File: src/rtl/op_dispatch_pipe_pkg.sv
// Shared types for the bf16 op dispatch pipe: op codes, bf16 layout, and the
// per-result response record carried through the pipe and response FIFO.
package data_type_pkg;

  localparam int MODE_WIDTH = 2;

  localparam logic [MODE_WIDTH-1:0] MODE_ADD = 2'd0;
  localparam logic [MODE_WIDTH-1:0] MODE_MUL = 2'd1;
  localparam logic [MODE_WIDTH-1:0] MODE_SUB = 2'd2;

  typedef struct packed {
    logic       sign;
    logic [7:0] exp;
    logic [6:0] frac;
  } bf16_t;

  // Tag is appended by the user of this record, since its width is a module parameter.
  typedef struct packed {
    bf16_t data;
    logic  ovf;
    logic  err;
  } rsp_entry_t;

  // Subtraction is an add with the second operand's sign inverted.
  function automatic bf16_t bf16_negate(input bf16_t x);
    bf16_t r;
    r      = x;
    r.sign = ~x.sign;
    return r;
  endfunction

endpackage

File: src/rtl/op_dispatch_pipe_if.sv
// Operand/result bundle between the dispatcher and one combinational bf16 unit.
interface op_intf;
  import data_type_pkg::*;

  logic       op1_sign;
  logic [7:0] op1_exp;
  logic [6:0] op1_frac;
  logic       op2_sign;
  logic [7:0] op2_exp;
  logic [6:0] op2_frac;
  bf16_t      result;
  logic       ovf;

  // Dispatcher side: drives operands, receives the unit's result.
  modport bus_side (
    output op1_sign, op1_exp, op1_frac, op2_sign, op2_exp, op2_frac,
    input  result, ovf
  );

  // Arithmetic unit side.
  modport unit_side (
    input  op1_sign, op1_exp, op1_frac, op2_sign, op2_exp, op2_frac,
    output result, ovf
  );

endinterface

File: src/rtl/op_rsp_fifo.sv
// Synchronous show-ahead FIFO holding in-order responses. Pointers carry one
// extra wrap bit so full and empty are distinguishable without a counter.
module op_rsp_fifo #(
  parameter int  DEPTH = 4,
  parameter type T     = logic [7:0]
) (
  input  logic clk_i,
  input  logic rst_i,
  input  logic push_i,
  input  T     push_data_i,
  input  logic pop_i,
  output T     pop_data_o,
  output logic empty_o
);

  localparam int AW = $clog2(DEPTH);

  T               mem_q [DEPTH];
  logic [AW:0]    wr_q, wr_d;
  logic [AW:0]    rd_q, rd_d;

  assign empty_o    = (wr_q == rd_q);
  assign pop_data_o = mem_q[rd_q[AW-1:0]];

  // Next pointer values; a pop on an empty FIFO is ignored.
  always_comb begin
    wr_d = push_i ? wr_q + 1'b1 : wr_q;
    rd_d = (pop_i && !empty_o) ? rd_q + 1'b1 : rd_q;
  end

  // Pointer registers.
  always_ff @(posedge clk_i) begin
    if (rst_i) begin
      wr_q <= '0;
      rd_q <= '0;
    end else begin
      wr_q <= wr_d;
      rd_q <= rd_d;
    end
  end

  // Storage write.
  // NOTE: the array is deliberately left out of reset; the pointers define which
  // entries are meaningful, and the top masks the head while the FIFO is empty.
  always_ff @(posedge clk_i) begin
    if (push_i) mem_q[wr_q[AW-1:0]] <= push_data_i;
  end

endmodule

File: src/rtl/op_dispatch_pipe.sv
// Pipelined, credit flow-controlled bf16 op dispatcher: issue register S0 steers
// operands to the add or mul unit, results shift through PIPE_STAGES registers
// into an in-order response FIFO. Optional feature macro:
// OP_DISPATCH_OVF_STICKY_EN adds a sticky overflow flag with a clear input.
module op_dispatch_pipe
  import data_type_pkg::*;
#(
  parameter int PIPE_STAGES = 2,
  parameter int FIFO_DEPTH  = 4,
  parameter int TAG_W       = 4
) (
  input  logic                  clk_i,
  input  logic                  rst_i,
  input  logic                  req_valid_i,
  output logic                  req_ready_o,
  input  logic [MODE_WIDTH-1:0] req_op_i,
  input  bf16_t                 req_in1_i,
  input  bf16_t                 req_in2_i,
  input  logic [TAG_W-1:0]      req_tag_i,
  output logic                  rsp_valid_o,
  input  logic                  rsp_ready_i,
  output bf16_t                 rsp_data_o,
  output logic                  rsp_ovf_o,
  output logic                  rsp_err_o,
  output logic [TAG_W-1:0]      rsp_tag_o,
  output logic                  idle_o,
  op_intf.bus_side              add_intf,
  op_intf.bus_side              mul_intf
`ifdef OP_DISPATCH_OVF_STICKY_EN
  ,
  output logic                  ovf_sticky_o,
  input  logic                  ovf_clr_i
`endif
);

  localparam int              CNT_W   = $clog2(FIFO_DEPTH + 1);
  localparam logic [CNT_W-1:0] CNT_MAX = CNT_W'(FIFO_DEPTH);

  typedef struct packed {
    logic                  v;
    logic [MODE_WIDTH-1:0] op;
    bf16_t                 in1;
    bf16_t                 in2;
    logic [TAG_W-1:0]      tag;
  } issue_t;

  typedef struct packed {
    rsp_entry_t       rsp;
    logic [TAG_W-1:0] tag;
  } fifo_entry_t;

  issue_t                 s0_q, s0_d;
  fifo_entry_t            unit_rsp;
  fifo_entry_t            pipe_q [PIPE_STAGES];
  fifo_entry_t            pipe_d [PIPE_STAGES];
  logic [PIPE_STAGES-1:0] pipe_v_q, pipe_v_d;
  logic [CNT_W-1:0]       cnt_q, cnt_d;
  logic                   ready_q, ready_d;
  logic                   idle_q, idle_d;
  logic                   accept, pop, fifo_empty;
  fifo_entry_t            fifo_head;

  assign accept      = req_valid_i & ready_q;
  assign rsp_valid_o = ~fifo_empty;
  assign pop         = rsp_valid_o & rsp_ready_i;
  assign req_ready_o = ready_q;
  assign idle_o      = idle_q;

  // Issue register: captures the request on accept, otherwise holds with v cleared.
  // NOTE: every always_comb starts from a full default so no path leaves a signal
  // unassigned, which would otherwise infer a latch.
  always_comb begin
    s0_d   = s0_q;
    s0_d.v = accept;
    if (accept) begin
      s0_d.op  = req_op_i;
      s0_d.in1 = req_in1_i;
      s0_d.in2 = req_in2_i;
      s0_d.tag = req_tag_i;
    end
  end

  // Steer S0 operands to exactly one unit; the idle unit sees all-zero operands.
  always_comb begin
    {add_intf.op1_sign, add_intf.op1_exp, add_intf.op1_frac} = '0;
    {add_intf.op2_sign, add_intf.op2_exp, add_intf.op2_frac} = '0;
    {mul_intf.op1_sign, mul_intf.op1_exp, mul_intf.op1_frac} = '0;
    {mul_intf.op2_sign, mul_intf.op2_exp, mul_intf.op2_frac} = '0;
    if (s0_q.v) begin
      case (s0_q.op)
        MODE_ADD: begin
          {add_intf.op1_sign, add_intf.op1_exp, add_intf.op1_frac} = s0_q.in1;
          {add_intf.op2_sign, add_intf.op2_exp, add_intf.op2_frac} = s0_q.in2;
        end
        MODE_SUB: begin
          {add_intf.op1_sign, add_intf.op1_exp, add_intf.op1_frac} = s0_q.in1;
          {add_intf.op2_sign, add_intf.op2_exp, add_intf.op2_frac} = bf16_negate(s0_q.in2);
        end
        MODE_MUL: begin
          {mul_intf.op1_sign, mul_intf.op1_exp, mul_intf.op1_frac} = s0_q.in1;
          {mul_intf.op2_sign, mul_intf.op2_exp, mul_intf.op2_frac} = s0_q.in2;
        end
        default: ;
      endcase
    end
  end

  // Pick the active unit's result; an illegal op yields zero data with err set.
  always_comb begin
    unit_rsp     = '0;
    unit_rsp.tag = s0_q.tag;
    case (s0_q.op)
      MODE_ADD, MODE_SUB: begin
        unit_rsp.rsp.data = add_intf.result;
        unit_rsp.rsp.ovf  = add_intf.ovf;
      end
      MODE_MUL: begin
        unit_rsp.rsp.data = mul_intf.result;
        unit_rsp.rsp.ovf  = mul_intf.ovf;
      end
      default: unit_rsp.rsp.err = 1'b1;
    endcase
  end

  // Result pipe: stage 0 loads from the units, later stages shift, never stalls.
  always_comb begin
    pipe_v_d[0] = s0_q.v;
    pipe_d[0]   = unit_rsp;
    for (int i = 1; i < PIPE_STAGES; i++) begin
      pipe_v_d[i] = pipe_v_q[i-1];
      pipe_d[i]   = pipe_q[i-1];
    end
  end

  // Credits: one per FIFO slot, consumed on accept, returned on pop.
  always_comb begin
    cnt_d = cnt_q;
    if (accept && !pop)      cnt_d = cnt_q - 1'b1;
    else if (!accept && pop) cnt_d = cnt_q + 1'b1;
    ready_d = (cnt_d != '0);
    idle_d  = (cnt_d == CNT_MAX);
  end

  // Control state with synchronous reset; in-flight ops are dropped via valid bits.
  // NOTE: sequential state uses non-blocking assignments only, so every flop samples
  // the pre-edge value of every other flop regardless of statement order.
  always_ff @(posedge clk_i) begin
    if (rst_i) begin
      s0_q     <= '0;
      pipe_v_q <= '0;
      cnt_q    <= CNT_MAX;
      ready_q  <= 1'b1;
      idle_q   <= 1'b1;
    end else begin
      s0_q     <= s0_d;
      pipe_v_q <= pipe_v_d;
      cnt_q    <= cnt_d;
      ready_q  <= ready_d;
      idle_q   <= idle_d;
    end
  end

  // Pipe payload registers; meaningful only where the matching valid bit is set.
  always_ff @(posedge clk_i) begin
    for (int i = 0; i < PIPE_STAGES; i++) pipe_q[i] <= pipe_d[i];
  end

  op_rsp_fifo #(
    .DEPTH (FIFO_DEPTH),
    .T     (fifo_entry_t)
  ) u_rsp_fifo (
    .clk_i       (clk_i),
    .rst_i       (rst_i),
    .push_i      (pipe_v_q[PIPE_STAGES-1]),
    .push_data_i (pipe_q[PIPE_STAGES-1]),
    .pop_i       (pop),
    .pop_data_o  (fifo_head),
    .empty_o     (fifo_empty)
  );

  // Response outputs read as zero while nothing is presented.
  always_comb begin
    rsp_data_o = '0;
    rsp_ovf_o  = 1'b0;
    rsp_err_o  = 1'b0;
    rsp_tag_o  = '0;
    if (rsp_valid_o) begin
      rsp_data_o = fifo_head.rsp.data;
      rsp_ovf_o  = fifo_head.rsp.ovf;
      rsp_err_o  = fifo_head.rsp.err;
      rsp_tag_o  = fifo_head.tag;
    end
  end

`ifdef OP_DISPATCH_OVF_STICKY_EN
  logic sticky_q, sticky_d;

  // Sticky overflow: set on a FIFO write carrying ovf, set beats a same-cycle clear.
  always_comb begin
    sticky_d = sticky_q;
    if (ovf_clr_i) sticky_d = 1'b0;
    if (pipe_v_q[PIPE_STAGES-1] && pipe_q[PIPE_STAGES-1].rsp.ovf) sticky_d = 1'b1;
  end

  // Sticky flag register.
  always_ff @(posedge clk_i) begin
    if (rst_i) sticky_q <= 1'b0;
    else       sticky_q <= sticky_d;
  end

  assign ovf_sticky_o = sticky_q;
`endif

endmodule

File: src/flat_wrapper.sv
// flat-port wrapper written by rule: the top's interface ports become plain ports
module op_dispatch_pipe_flat import data_type_pkg::*;
#(
  parameter int PIPE_STAGES = 2,
  parameter int FIFO_DEPTH  = 4,
  parameter int TAG_W       = 4
)
  (clk_i, rst_i, req_valid_i, req_ready_o, req_op_i, req_in1_i, req_in2_i, req_tag_i, rsp_valid_o, rsp_ready_i, rsp_data_o, rsp_ovf_o, rsp_err_o, rsp_tag_o, idle_o, add_intf_op1_sign, add_intf_op1_exp, add_intf_op1_frac, add_intf_op2_sign, add_intf_op2_exp, add_intf_op2_frac, add_intf_result, add_intf_ovf, mul_intf_op1_sign, mul_intf_op1_exp, mul_intf_op1_frac, mul_intf_op2_sign, mul_intf_op2_exp, mul_intf_op2_frac, mul_intf_result, mul_intf_ovf);
  op_intf add_intf_i ();
  op_intf mul_intf_i ();
  input  logic clk_i;
  input  logic rst_i;
  input  logic req_valid_i;
  output logic req_ready_o;
  input  logic [MODE_WIDTH-1:0] req_op_i;
  input  bf16_t req_in1_i;
  input  bf16_t req_in2_i;
  input  logic [TAG_W-1:0] req_tag_i;
  output logic rsp_valid_o;
  input  logic rsp_ready_i;
  output bf16_t rsp_data_o;
  output logic rsp_ovf_o;
  output logic rsp_err_o;
  output logic [TAG_W-1:0] rsp_tag_o;
  output logic idle_o;
  output wire logic [$bits(add_intf_i.op1_sign)-1:0] add_intf_op1_sign;
  output wire logic [$bits(add_intf_i.op1_exp)-1:0] add_intf_op1_exp;
  output wire logic [$bits(add_intf_i.op1_frac)-1:0] add_intf_op1_frac;
  output wire logic [$bits(add_intf_i.op2_sign)-1:0] add_intf_op2_sign;
  output wire logic [$bits(add_intf_i.op2_exp)-1:0] add_intf_op2_exp;
  output wire logic [$bits(add_intf_i.op2_frac)-1:0] add_intf_op2_frac;
  input wire logic [$bits(add_intf_i.result)-1:0] add_intf_result;
  input wire logic [$bits(add_intf_i.ovf)-1:0] add_intf_ovf;
  output wire logic [$bits(mul_intf_i.op1_sign)-1:0] mul_intf_op1_sign;
  output wire logic [$bits(mul_intf_i.op1_exp)-1:0] mul_intf_op1_exp;
  output wire logic [$bits(mul_intf_i.op1_frac)-1:0] mul_intf_op1_frac;
  output wire logic [$bits(mul_intf_i.op2_sign)-1:0] mul_intf_op2_sign;
  output wire logic [$bits(mul_intf_i.op2_exp)-1:0] mul_intf_op2_exp;
  output wire logic [$bits(mul_intf_i.op2_frac)-1:0] mul_intf_op2_frac;
  input wire logic [$bits(mul_intf_i.result)-1:0] mul_intf_result;
  input wire logic [$bits(mul_intf_i.ovf)-1:0] mul_intf_ovf;
  assign add_intf_op1_sign = add_intf_i.op1_sign;
  assign add_intf_op1_exp = add_intf_i.op1_exp;
  assign add_intf_op1_frac = add_intf_i.op1_frac;
  assign add_intf_op2_sign = add_intf_i.op2_sign;
  assign add_intf_op2_exp = add_intf_i.op2_exp;
  assign add_intf_op2_frac = add_intf_i.op2_frac;
  assign add_intf_i.result = add_intf_result;
  assign add_intf_i.ovf = add_intf_ovf;
  assign mul_intf_op1_sign = mul_intf_i.op1_sign;
  assign mul_intf_op1_exp = mul_intf_i.op1_exp;
  assign mul_intf_op1_frac = mul_intf_i.op1_frac;
  assign mul_intf_op2_sign = mul_intf_i.op2_sign;
  assign mul_intf_op2_exp = mul_intf_i.op2_exp;
  assign mul_intf_op2_frac = mul_intf_i.op2_frac;
  assign mul_intf_i.result = mul_intf_result;
  assign mul_intf_i.ovf = mul_intf_ovf;
  op_dispatch_pipe #(.PIPE_STAGES(PIPE_STAGES), .FIFO_DEPTH(FIFO_DEPTH), .TAG_W(TAG_W)) u_core (.clk_i(clk_i), .rst_i(rst_i), .req_valid_i(req_valid_i), .req_ready_o(req_ready_o), .req_op_i(req_op_i), .req_in1_i(req_in1_i), .req_in2_i(req_in2_i), .req_tag_i(req_tag_i), .rsp_valid_o(rsp_valid_o), .rsp_ready_i(rsp_ready_i), .rsp_data_o(rsp_data_o), .rsp_ovf_o(rsp_ovf_o), .rsp_err_o(rsp_err_o), .rsp_tag_o(rsp_tag_o), .idle_o(idle_o), .add_intf(add_intf_i), .mul_intf(mul_intf_i));
endmodule
File: config.mk
export PLATFORM = sky130hd
export DESIGN_NAME = op_dispatch_pipe_flat
export DESIGN_NICKNAME = d
export VERILOG_FILES = /design/src/rtl/op_dispatch_pipe_pkg.sv /design/src/rtl/op_dispatch_pipe_if.sv /design/src/rtl/op_rsp_fifo.sv /design/src/rtl/op_dispatch_pipe.sv /design/src/flat_wrapper.sv
export SDC_FILE = /design/constraint.sdc
export NUM_CORES = 1
export LEC_CHECK = 0
export BUFFER_PORTS_ARGS = -buffer_cell sky130_fd_sc_hd__buf_2
export CAP_MARGIN = 10
export CORE_MARGIN = 8
export CORE_UTILIZATION = 29
export CTS_CLUSTER_SIZE = 24
export DETAILED_ROUTE_END_ITERATION = 16
export PLACE_DENSITY_LB_ADDON = 0.05
export SLEW_MARGIN = 20
export SYNTH_ARGS = -nofsm -noshare
export SYNTH_HDL_FRONTEND = slang
export SYNTH_SLANG_ARGS = --single-unit
File: constraint.sdc
create_clock -name clk_i -period 2.1 [get_ports clk_i]
set_clock_uncertainty 0.1 [all_clocks]
set_input_delay 0.315 -clock clk_i [delete_from_list [all_inputs] [get_ports clk_i]]
set_output_delay 0.315 -clock clk_i [all_outputs]
set_load 0.03 [all_outputs]
== After elaboration in Yosys (flattened, before gate mapping) ==
Memories as Yosys holds them, arrays and structs flattened. A register that Yosys moved wholly into a read port is not among the register bits.
Index checks and enable logic that the tools add are counted.

* Bits in latches: 0
* Bits in read-only memories: 0
* Output and inout port bits: 89
* Memories: 2
* Word-level logic and storage cells: 75
* Bits in writable memories: 132
* Register bits: 52
* Input port bits: 76

* Mux-type cells: 36
* Shifts and indexed selects: 0
* Reduce and logical (&&, ||, !) cells: 10
* Div/mod/pow operators: 0
* Equal/unequal tests: 4
* $add $sub $neg: 4
* Multipliers: 0
* Order comparisons: 0
* Bitwise operators: 4

{| class="wikitable"
|+ Memory list
! memory !! depth !! width !! rd ports !! clocked after Yosys merged registers in !! wr ports !! RTL line !! source
|-
| u_core.u_rsp_fifo.mem_q || 4 || 22 || 1 || 1 || 1 || op_rsp_fifo.sv:18 || <nowiki>T mem_q [DEPTH];</nowiki>
|-
| u_core.pipe_q || 2 || 22 || 2 || 0 || 2 || op_dispatch_pipe.sv:54 || <nowiki>fifo_entry_t pipe_q [PIPE_STAGES];</nowiki>
|}

{| class="wikitable"
|+ Operators by type and width
! operator !! number
|-
| two-way mux 8 bit || 8
|-
| two-way mux 7 bit || 8
|-
| case mux 17 bit (2 select lines) || 1
|-
| two-way mux 16 bit || 1
|-
| two-way mux 1 bit || 12
|-
| adder 3 x 1 -> 3 bit (second input constant) || 3
|-
| two-way mux 3 bit || 2
|-
| two-way mux 2 bit || 2
|-
| two-way mux 4 bit || 1
|-
| equality test 3 bit || 1
|-
| equality test 3 bit (second input constant) || 1
|-
| logical AND 1 bit || 3
|-
| logical NOT 1 bit || 3
|-
| nonzero test 3 bit || 1
|-
| OR reduction 3 bit || 1
|-
| subtractor 3 x 1 -> 3 bit (second input constant) || 1
|-
| AND 1 bit || 2
|-
| equality test 2 x 1 -> 1 bit (second input constant) || 1
|-
| equality test 2 bit (second input constant) || 1
|-
| logical NOT 2 bit || 1
|-
| NOT 1 bit || 2
|-
| case mux 1 bit (2 select lines) || 1
|-
| OR reduction 2 bit || 1
|}

== Depth between registers and ports, before layout ==
* Depth after elaboration: 7
* Gate-level depth with buffers: 6
* Gate-level depth less buffers: 5

== Cells and area by module ==
From an unflattened synthesis, not the netlist that was laid out.

* Cell total of the unflattened synthesis: 572
* Area total of the unflattened synthesis: 7,049.3 um2

{| class="wikitable"
|+ By module, submodules not included
! module !! cells an instance !! instances !! area an instance (um2) !! seq. area each (um2)
|-
| op_rsp_fifo || 164 || 1 || 3,621.0 || 2,802.7
|-
| op_dispatch_pipe || 408 || 1 || 3,428.3 || 1,801.7
|}

== Worst setup path before layout ==
No wires, ideal clock.

* Path kind: register to output
* Start point: register u_core.u_rsp_fifo.wr_q[0]
* End point: output rsp_data_o[10] (netlist name)
* Data arrival time: 1.502 ns
* Buffers on the path: 2
* Required time: 1.685 ns
* Stages on the path, launching flop included: 6
* Setup slack: 0.183 ns
* Cells stage by stage: dfxtp_1 xor2_1 or3_1 buf_2 buf_2 and2_1

{| class="wikitable"
|+ RTL lines
! what !! RTL line !! source
|-
| from (decl) || op_rsp_fifo.sv:19 || <nowiki>logic [AW:0] wr_q, wr_d;</nowiki>
|-
| from (signal assigned) || op_rsp_fifo.sv:37 || <nowiki>wr_q <= wr_d;</nowiki>
|-
| to (decl) || flat_wrapper.sv:21 || <nowiki>output bf16_t rsp_data_o;</nowiki>
|}

==> qor.yml <==
worst_pin_slew_ps: 436.1
power.leakage_nw: 3.958
synth_seq_area_share_pct: 66.53
area_growth_pct: 37.32
setup_slack_ps: -168.7
drive_above_1_share_pct: 37.96
hold_viol: 0
hold_ws_ps: 20.89
synthCells: 556
arrival_ps: 1850
cts_made_buffers: 17
grt_util_all_layers_pct: 12.35
initial_core_util_pct: 29.48
crit_path_start_kind: "flop"
die_y_um: 170.5
final_common_cell: "buf_2"
relSlewSlack_pct: 70.92
die_w_um: 170.5
synth_nets: 639
drt_iter0_drc: 195
rsz0062_at_grt: "yes"
criticalPathCategory: "reg2out"
rows: 56
required_ps: 1680
core_area_um2: 23470
violations: "negative setup slack"
place_inst: 1024
fin_util_pct: 40.49
hp-class: "in2reg"
layout_common_cells: "113 x buf_2, 94 x nand2_1, 93 x dfxtp_1"
gp_congestion: 0.7626
r2r_cells: 6
status: "complete, but fails checks"
fin_nets: 826
dr.pass1.iters: 4
power_density_nw_per_um2: 893.7
pwr-share-comb_pct: 14.0
min_period_ps: 2269
h-tree-depth: 4
die-area_um2: 29060
grt_pass1_wl_um: 27660
cts.path.max_buffers: 2
p_sw_mw: 2.229
seq_power_share_pct: 49.2
first_global_vias: 5230
synthesis.area_um2: 6920
setup_viol: 23
fin_crit_sh_pct: 108.0
whs_path_depth: 3
antenna_found_initial: 1
clk_transition_reported_paths_ps: 80
cts_sinks: 186
drc: 0
cp_max_fo: 23
vias_per_cell: 4.379
max_freq_mhz: 440.8
dpl.hpwl_um: 11580
ant_nets: 0
p_int_mw: 6.263
avgSynthCellArea_um2: 12.45
clockPowerShare_pct: 36.9
synth-seq-cells: 186
end_kind: "output pin"
max_cap_viol_count: 0
wl_per_cell_um: 16.50
drt_wl_total_um: 17750
via_count: 4712
grt_overflow: 0
swShare_pct: 26.25
stdcell_count: 1076
cts_root_buf: "clkbuf_16"
synth_cell_types: 28
grt_max_degree: 40
design.portCount: 165
vdd_drop_max_uv: 366.8
port_buffers: 164
clk_latency_ps: 430
drv_slew: 0
yosys_warnings: 0
cts_tree: "done"
==> metrics by stage <==
| step | instance area (um^2) | power, mW | setup slack [ps] | setup TNS (ps) |
|---|---|---|---|---|
| 2_1_floorplan | 6920 | 4.855 | 183.4 | 0 |
| 3_3_place_gp | 8278 | 5.228 | 205.6 | 0 |
| 3_5_place_dp | 8278 | 5.252 | 169.1 | 0 |
| 4_1_cts | 9316 | 8.606 | -214.5 | -4086 |
| 5_1_grt | 9500 | 8.899 | -247.7 | -5213 |
| 6_report | 9503 | 8.493 | -168.7 | -3317 |
==> cells by family (layout without fill, tap and decap cells) <==
logic type               Yosys count  count (layout)  synth area share [%]
AO/OA/AOI/OAI                     59              59                 4.647
buffers and inverters             56             256                 3.110
adder cells (fa/ha/maj)            9               9                 1.555
XOR/XNOR                          10              10                 1.266
flip-flops                       186             186                 66.53
other                              0               1                     0
AND/OR/NAND/NOR                  211             211                 15.30
multiplexers                      25              25                 7.594
==> state kept, by name (all words and copies together), names as in the netlist, named ones only <==
signal / count
u_core.pipe_v_d: 1
u_core.u_rsp_fifo.wr_q: 3
u_core.idle_o: 1
u_core.pipe_q: 44
u_core.req_ready_o: 1
u_core.s0_q: 34
u_core.cnt_q: 3
u_core.u_rsp_fifo.rd_q: 3
u_core.pipe_d: 4
u_core.pipe_v_q: 2
u_core.u_rsp_fifo.mem_q: 88
==> layout make-up <==
type                       instances  area [um^2]
fill                            2305        13970
sequential                       186         4613
multi-input combinational        314         2213
timing repair buffer             203         1614
clock buffer                      17        425.4
tap                              319        399.1
clock inverter                    15        156.4
inverter                          21        78.83
antenna                            1        2.502
==> routing by layer <==
layer  global-route usage [%]  vias to the layer above  wire [um]
met5                        0                        -         12
met4                    3.432                        2        128
met3                    5.468                        9       1551
met2                    20.13                      149       8276
met1                    14.57                     2267       7784
li1                         -                     2285          -
==> final timing paths <==
check	from	to	slack (ps)
max reg2reg	u_core.u_rsp_fifo.rd_q[2]	u_core.idle_o	260
min	req_in2_i[3]	u_core.s0_q[7]	20
max	u_core.u_rsp_fifo.rd_q[2]	rsp_data_o[3]	-170
min reg2reg	u_core.pipe_q[0][8]	u_core.pipe_q[0][30]	230
==> Yosys cell counts (all sizes together) <==
library cell,n,area [um^2]
edfxtp,88,2643
inv,21,78.83
xor2,6,52.55
o21a,1,7.510
and3,33,206.5
o31ai,1,21.27
a21oi,38,190.2
ha,7,87.58
and2,60,375.4
or4,2,15.01
a32o,1,10.01
o21ai,17,85.08
nand2,94,352.8
nand2b,1,6.260
nand4,3,18.77
mux2i,3,30.03
buf,8,35.03
maj3,2,20.02
a211oi,1,7.510
dfxtp,98,1962
nand3,1,5.000
mux4,22,495.5
nor2b,5,31.28
nor2,11,41.29
xnor2,4,35.03
or3,1,6.260
clkbuf,27,101.4
==> critical path: stages, from the launching register on <==
cell and delay, ps:
dfxtp_2 340, xor2_2 190, or3_4 420, buf_12 170
and2_4 170, buf_6 130
==> timing repair <==
action	in CTS	in global routing
pin swaps	12	0
gates cloned	2	3
resized for setup	79	76
setup endpoints to repair	55	56
endpoints found under the hold margin	12	0
buffers inserted	3	1
hold buffers	12	0
==> power groups by stage <==
stage | registers [mW] | logic [mW] | clock network [mW]
2_1_floorplan | 4.22 | 0.630 | 0
3_3_place_gp | 4.24 | 0.988 | 0
3_5_place_dp | 4.25 | 1.00 | 0
4_1_cts | 4.17 | 1.17 | 3.27
5_1_grt | 4.21 | 1.30 | 3.39
6_report | 4.18 | 1.19 | 3.13
No activity file was read; power rests on OpenSTA's default activity.
